--- config.mk ---
export PLATFORM = sky130hd
export DESIGN_NAME = pipe_adder
export DESIGN_NICKNAME = d
export VERILOG_FILES = /design/src/rtl/pipe_adder_pkg.sv /design/src/rtl/adder_chunk_stage.sv /design/src/rtl/pipe_adder.sv
export SDC_FILE = /design/constraint.sdc
export NUM_CORES = 1
export LEC_CHECK = 0
export CAP_MARGIN = 0
export CELL_PAD_IN_SITES_DETAIL_PLACEMENT = 1
export CELL_PAD_IN_SITES_GLOBAL_PLACEMENT = 1
export CORE_MARGIN = 2
export CORE_UTILIZATION = 46
export DETAILED_ROUTE_END_ITERATION = 7
export PLACE_DENSITY = 0.83
export SYNTH_ARGS = -nofsm -noshare
export SYNTH_HDL_FRONTEND = slang
export SYNTH_HIERARCHICAL = 1
export SYNTH_SLANG_ARGS = --single-unit
export TNS_END_PERCENT = 50
--- constraint.sdc ---
create_clock -name clk -period 3.6 [get_ports clk]
set_input_delay 1.08 -clock clk [delete_from_list [all_inputs] [get_ports clk]]
set_output_delay 1.08 -clock clk [all_outputs]
set_load 0.1 [all_outputs]
--- src/rtl/pipe_adder_pkg.sv ---
// rtl/pipe_adder_pkg.sv - shared types for the pipelined adder
// Purpose: operation encoding and the per-stage control payload that travels
//          alongside the WIDTH-bit partial sum and pending operands.
// Ports:   none (package).
package pipe_adder_pkg;

   typedef enum logic [1:0] {
      ADD       = 2'b00,
      SUB       = 2'b01,
      ADD_SAT_U = 2'b10,
      ADD_SAT_S = 2'b11
   } mode_e;

   // Width-independent part of a stage payload; the WIDTH-sized partial sum
   // and pending A/effB vectors travel next to it on separate ports so the
   // package stays free of design parameters.
   typedef struct packed {
      logic  valid;
      mode_e mode;
      logic  carry;
   } stage_ctrl_t;

   function automatic logic is_sub(input mode_e m);
      return (m == SUB);
   endfunction

endpackage

--- src/rtl/adder_chunk_stage.sv ---
// rtl/adder_chunk_stage.sv - one CHUNK-bit carry-propagating pipeline stage
// Purpose: adds chunk IDX of A and effective B plus the incoming carry,
//          merges the result into the partial sum and registers everything
//          when en is high.
// Ports:   clk, rst (sync, active-high), en (pipeline advance),
//          ctrl_i/sum_i/a_i/b_i payload from the previous stage,
//          ctrl_o/sum_o/a_o/b_o registered payload to the next stage.
module adder_chunk_stage
   import pipe_adder_pkg::*;
#(
   parameter int WIDTH = 32,
   parameter int CHUNK = 8,
   parameter int IDX   = 0
) (
   input  logic              clk,
   input  logic              rst,
   input  logic              en,
   input  stage_ctrl_t       ctrl_i,
   input  logic [WIDTH-1:0]  sum_i,
   input  logic [WIDTH-1:0]  a_i,
   input  logic [WIDTH-1:0]  b_i,
   output stage_ctrl_t       ctrl_o,
   output logic [WIDTH-1:0]  sum_o,
   output logic [WIDTH-1:0]  a_o,
   output logic [WIDTH-1:0]  b_o
);

   logic [CHUNK:0]     chunk_add;
   stage_ctrl_t        ctrl_d, ctrl_q;
   logic [WIDTH-1:0]   sum_d, sum_q, a_q, b_q;

   assign chunk_add = {1'b0, a_i[IDX*CHUNK +: CHUNK]}
                    + {1'b0, b_i[IDX*CHUNK +: CHUNK]}
                    + {{CHUNK{1'b0}}, ctrl_i.carry};

   always_comb begin
      sum_d                      = sum_i;
      sum_d[IDX*CHUNK +: CHUNK]  = chunk_add[CHUNK-1:0];
      ctrl_d                     = ctrl_i;
      ctrl_d.carry               = chunk_add[CHUNK];
   end

   // The valid bit always shifts on advance so bubbles are preserved; the
   // data registers only load for real beats, which keeps the last result
   // on the outputs while bubbles pass through.
   always_ff @(posedge clk) begin
      if (rst) begin
         ctrl_q <= '0;
         sum_q  <= '0;
         a_q    <= '0;
         b_q    <= '0;
      end else if (en) begin
         ctrl_q.valid <= ctrl_i.valid;
         if (ctrl_i.valid) begin
            ctrl_q.mode  <= ctrl_d.mode;
            ctrl_q.carry <= ctrl_d.carry;
            sum_q        <= sum_d;
            a_q          <= a_i;
            b_q          <= b_i;
         end
      end
   end

   assign ctrl_o = ctrl_q;
   assign sum_o  = sum_q;
   assign a_o    = a_q;
   assign b_o    = b_q;

endmodule

--- src/rtl/pipe_adder.sv ---
// rtl/pipe_adder.sv - pipelined add/sub/saturating adder with valid/ready
// Purpose: WIDTH-bit add split into WIDTH/CHUNK registered chunk stages,
//          latency STAGES, one beat per cycle, full backpressure.
// Ports:   clk, rst (sync, active-high),
//          in_valid/in_ready/a/b/mode  operand beat,
//          out_valid/out_ready/sum/carry/ovf  result beat.
module pipe_adder
   import pipe_adder_pkg::*;
#(
   parameter int WIDTH = 32,
   parameter int CHUNK = 8
) (
   input  logic             clk,
   input  logic             rst,
   input  logic             in_valid,
   output logic             in_ready,
   input  logic [WIDTH-1:0] a,
   input  logic [WIDTH-1:0] b,
   input  logic [1:0]       mode,
   output logic             out_valid,
   input  logic             out_ready,
   output logic [WIDTH-1:0] sum,
   output logic             carry,
   output logic             ovf
);

   // WIDTH must be a multiple of CHUNK.
   localparam int STAGES = WIDTH / CHUNK;
   localparam int MSB    = WIDTH - 1;

   logic             advance;
   mode_e            mode_in;
   logic [WIDTH-1:0] b_eff;

   stage_ctrl_t      ctrl_s [0:STAGES];
   logic [WIDTH-1:0] sum_s  [0:STAGES];
   logic [WIDTH-1:0] a_s    [0:STAGES];
   logic [WIDTH-1:0] b_s    [0:STAGES];

   // The whole pipe moves as one; it only stops when a valid result is
   // being held against a busy consumer.
   assign advance  = !(out_valid && !out_ready);
   assign in_ready = advance && !rst;

   // Subtraction is A + ~B + 1: invert B here, inject the 1 as carry-in.
   assign mode_in = mode_e'(mode);
   assign b_eff   = is_sub(mode_in) ? ~b : b;

   assign ctrl_s[0] = '{valid: (in_valid && in_ready),
                        mode:  mode_in,
                        carry: is_sub(mode_in)};
   assign sum_s[0]  = '0;
   assign a_s[0]    = a;
   assign b_s[0]    = b_eff;

   for (genvar k = 0; k < STAGES; k++) begin : g_stage
      adder_chunk_stage #(
         .WIDTH (WIDTH),
         .CHUNK (CHUNK),
         .IDX   (k)
      ) u_stage (
         .clk    (clk),
         .rst    (rst),
         .en     (advance),
         .ctrl_i (ctrl_s[k]),
         .sum_i  (sum_s[k]),
         .a_i    (a_s[k]),
         .b_i    (b_s[k]),
         .ctrl_o (ctrl_s[k+1]),
         .sum_o  (sum_s[k+1]),
         .a_o    (a_s[k+1]),
         .b_o    (b_s[k+1])
      );
   end

   logic             cout;
   logic             ovf_raw;
   logic [WIDTH-1:0] raw;
   logic             a_msb, b_msb;
   mode_e            mode_l;

   assign out_valid = ctrl_s[STAGES].valid;
   assign raw       = sum_s[STAGES];
   assign cout      = ctrl_s[STAGES].carry;
   assign mode_l    = ctrl_s[STAGES].mode;
   assign a_msb     = a_s[STAGES][MSB];
   assign b_msb     = b_s[STAGES][MSB];

   // Signed overflow: operands agree in sign but the result does not.
   assign ovf_raw = (a_msb == b_msb) && (raw[MSB] != a_msb);

   // Flags and saturation are combinational from the last stage registers,
   // so they hold exactly as long as that stage holds.
   always_comb begin
      sum   = raw;
      carry = cout;
      ovf   = ovf_raw;
      case (mode_l)
         SUB:       carry = !cout;
         ADD_SAT_U: if (cout) sum = '1;
         ADD_SAT_S: if (ovf_raw) sum = a_msb ? {1'b1, {(WIDTH-1){1'b0}}}
                                             : {1'b0, {(WIDTH-1){1'b1}}};
         default:   ;
      endcase
   end

endmodule

* Word level (Yosys, flattened, before mapping)
Index checks and enable logic that the tools add are counted. Widths: inputs -> output; s select.
Storage, ports and cells: flip-flop bits (word level) 352, logic and storage cells 58, input port bits 70, output and inout bits 36
Cells by class: $add $sub $neg 8, equal/unequal tests 6, bitwise gates (word level) 2, reductions and logical operators 12, multiplexer cells 6
Operators by type and width (number):
- $mux 32 | 4
- $pmux 32 s2 | 1
- $add 8x8->9 | 4
- $add 9x1->9 | 4
- $not 32->32 | 1
- $reduce_and 2->1 | 4
- $eq 2x1->1 const B | 2
- $eq 2x2->1 const B | 2
- $logic_and 1x1->1 | 4
- $logic_not 1->1 | 4
- $eq 1x1->1 | 1
- $mux 1 | 1
- $ne 1x1->1 | 1
- $not 1->1 | 1

* Longest topological paths before layout
Gate-level depths: netlist (run 1).
depth after elaboration 6, depth in mapped cells 10

* Hierarchy
The synthesis (run 1) kept the hierarchy.
Modules (own cells, without submodules):
- adder_chunk_stage (g_stage[0].u_stage ...) | cells an instance 474, area each 3741.1 um2, instances 2
- adder_chunk_stage (g_stage[3].u_stage) | cells an instance 468, area each 3739.8 um2, instances 1
- adder_chunk_stage (g_stage[2].u_stage) | cells an instance 473, area each 3737.3 um2, instances 1
- pipe_adder | cells an instance 92, area each 705.7 um2, instances 1

* Worst setup path before layout (run 1)
No wires, ideal clock.
kind input port to flip-flop, from in out_ready, to reg g_stage[0].u_stage.sum_q[5], buffers on the path 2, stages on the path 8, setup time 0.106 ns, setup slack -0.250 ns, data arrival time 3.744 ns, path through nand2b_1 nor2b_1 and2_1 and2_1 buf_2 buf_4 nand3_1 o311ai_0
RTL lines:
- from (decl) | RTL line pipe_adder.sv:21 | input logic out_ready,
- to (signal assigned) | RTL line adder_chunk_stage.sv:57 | sum_q <= sum_d;
- to (decl) | RTL line adder_chunk_stage.sv:30 | logic [WIDTH-1:0] sum_d, sum_q, a_q, b_q;

* Final worst setup path (run 1)
from in mode[1], to reg g_stage[0].u_stage.ctrl_q (netlist bit g_stage[0].u_stage/ctrl_o[0])
Between the ends: word-level cells in the longest chain between the ends 4
RTL lines:
- from (decl) | RTL line pipe_adder.sv:19 | input logic [1:0] mode,
- $eq 2x1->1 | RTL line pipe_adder_pkg.sv:24 | return (m == SUB);
- $mux 32 | RTL line pipe_adder.sv:47 | assign b_eff = is_sub(mode_in) ? ~b : b;
- named net b_eff[0] | RTL line pipe_adder.sv:33 | logic [WIDTH-1:0] b_eff;
- $add 8x8->9 | RTL line adder_chunk_stage.sv:33 | + {1'b0, b_i[IDX*CHUNK +: CHUNK]}
- $add 9x1->9 | RTL line adder_chunk_stage.sv:34 | + {{CHUNK{1'b0}}, ctrl_i.carry};
- to (decl) | RTL line adder_chunk_stage.sv:29 | stage_ctrl_t ctrl_d, ctrl_q;
The timed path passes the listed nets, and every way through them passes these cells. A chain may end at the register's enable or synchronous reset.

==> results.yml, run 1 <==
clock_tree:
  cts_resized: 0
  cts.hold.buffers_added: 0
  cts_tree: "built"
  cts_setup_buffers: 0
  cts-root-buf: "clkbuf_16"
  clk_pin_slew_ps: 70
  cts_made_buffers: 17
  clock_sinks: 194
  clk_latency_ps: 440
  cts_max_path_buffers: 2
  cts-htree-levels: 4
timing:
  skew_ps: 14.5
  hold_violations: 0
  slew_headroom: 0.554
  rsz0062_at_grt: "no"
  fin_crit_sh: 0.936
  fin_crit_ps: 3370
  max_freq_mhz: 297
  maxSlewViolCount: 0
  max_slew.worst_pin.slew_ps: 669
  setup_viol: 0
pwr:
  p_int_uw: 3450
  seqPwrFrac: 0.484
  power.density_nw_per_um2: 426
  switching_share: 0.250
  clockPowerShare: 0.423
  p_leak_uw: 0.00392
  ir_drop_uv: 326
  p_comb_frac: 0.093
  switchingPower_uw: 1150
  fin_total_pwr_uw: 4600
worst_setup_path:
  path_delay_family: "adder cells"
  path_buf_inv: 1
  crit_path_end_kind: "flip-flop"
  cp.arrival_ps: 3700
  cp_slowest_cell: "clkdlybuf4s50_1"
  worstPathRequired_ps: 3930
  critPathMaxStageDelay_ps: 440
  cp-start-kind: "input pin"
  path_max_fanout: 4
  path_cells: "clkdlybuf4s50_1 -> nand2b_2 -> xnor2_1 -> fa_1 -> fa_1 -> a21o_2 -> a211oi_1 -> o2111ai_1 -> and3_1"
  crit_top_cell: "fa_1"
  crit_type: "in -> reg"
yosys:
  yosysWarnings: 6
  syn_nets: 1228
  avgSynthCellArea_sq_um: 7.86
  synthCells: 1122
  synth.cell_area_sq_um: 8820
route:
  viasPerCell: 5.33
  drc: 0
  wire_per_inst_um: 15.6
  routed_wl_mm: 22.0
  drtIter0Drc: 328
  final_antenna_net_count: 0
  drt_pre_antenna_iters: 4
  vias: 7512
floorplanning:
  rows: 50
  num_io_pins: 106
  die-width_um: 142
  die_h_um: 142
  floorplan.initialDensity: 0.470
  die_area_sq_um: 20300
  core_sq_um: 18800
global_routing:
  antenna_found_initial: 0
  grt.overflow.total: 0
  grt.total_usage: 0.229
  grt_max_degree: 146
  grt_pass1_vias: 7518
  grt_pass1_wl_mm: 37.4
finish:
  fillerInstances: 2207
  regArea_sq_um: 3880
  area_growth_pct: 22.6
  multi_input_area_sq_um: 4390
  stdcell_count: 1409
  num-nets-final: 1268
  layout-drive-gt1-share: 0.0928
  num_antenna_cells: 0
run:
  cap_violations: 0
outcome:
  outcome: "complete, no violations"
placement:
  port-buffer-count: 105
  dp_hpwl_mm: 14.8
  place_inst: 1377
  gp_congestion: 0.835
worst_hold_path:
  hp-class: "reg -> reg"
-- placed cells by master, fill, tap and decap left out, types with 4 or more instances in the layout --
cell type        instances
fa_1                     8
dfxtp_1                194
nor3_1                   7
nor2_1                  13
nand2b_1                 5
nand3_1                 23
inv_6                    5
o21a_1                  33
xnor2_1                 38
and2_1                   4
clkbuf_16               17
inv_1                   13
buf_4                   23
o31ai_1                  4
nand2_1                352
o21ai_0                 21
a21oi_2                  4
a21o_1                   5
clkdlybuf4s50_1         68
buf_12                  36
or3_1                    6
and3_1                   4
a21oi_1                190
a211oi_1                12
xor2_1                   5
ha_1                    28
-- path summary, 6_finish.rpt --
| check | from | endpoint | slack, ps | cells after the start |
|---|---|---|---|---|
| worst max-delay path | mode[1] | g_stage[0].u_stage/ctrl_o[0] | 230 | 9 |
| worst min register to register | g_stage[1].u_stage/a_o[30] | g_stage[2].u_stage/a_o[30] | 450 | 2 |
| worst max register to register | g_stage[0].u_stage/a_o[8] | g_stage[1].u_stage/ctrl_o[0] | 1160 | 6 |
| worst min-delay path | g_stage[1].u_stage/a_o[30] | g_stage[2].u_stage/a_o[30] | 450 | 2 |
-- worst reg2reg max path, stage by stage, from the launching register on --
cell and delay [ps]:
dfxtp_1 340, fa_1 470, fa_1 420, a21o_2 250, a211oi_1 470, o2111ai_1 190
and3_1 200
-- area by class of cell --
type                       instances  area share
inverter                          13     0.00451
clock inverter                    13      0.0150
tap                              234      0.0271
multi-input combinational        808       0.406
timing repair buffer             128       0.147
clock buffer                      19      0.0410
sequential                       194       0.359
-- power by group through the flow --
stage / Combinational [uW] / Sequential [uW] / Clock [uW]
5_1_grt: 473 / 2230 / 2080
6_report: 428 / 2230 / 1950
3_3_place_gp: 412 / 2270 / 0
4_1_cts: 429 / 2230 / 1990
2_1_floorplan: 271 / 2260 / 0
3_5_place_dp: 423 / 2270 / 0
-- flip-flops by register name (all words and copies together), names as in the netlist --
signal                  count
g_stage.u_stage/sum_o      80
g_stage.u_stage/a_o        49
g_stage.u_stage/b_o        49
g_stage.u_stage/ctrl_o     16
-- per-stage QoR --
| stage | hold WS (ps) | instance area (sq um) | TNS [ps] | utilization | setup slack, ps |
|---|---|---|---|---|---|
| after global routing | 468 | 10800 | 0 | 0.576 | 98.1 |
| after detailed placement | 445 | 10200 | -476 | 0.544 | -241 |
| final | 450 | 10800 | 0 | 0.576 | 230 |
| after floorplan | 426 | 8820 | 0 | - | 238 |
| after global placement | 439 | 10200 | -113 | 0.544 | -100 |
| after CTS | 455 | 10800 | 0 | 0.576 | 231 |
-- routing by layer --
| layer | routed length (um) | GRT usage | vias up |
|---|---|---|---|
| met1 | 10700 | 0.307 | 3554 |
| met5 | 0 | 0 | - |
| met3 | 599 | 0.0410 | 28 |
| met4 | 373 | 0.0803 | 0 |
| li1 | - | - | 3798 |
| met2 | 10400 | 0.371 | 132 |
Note: power is estimated with default switching activity, not from simulation.
==> run 2: changes to the inputs <==
SKIP_LAST_GASP = 1   (was unset)
==> results of run 2 <==
No change in the layout: final DEF, timing and power equal those of run 1.
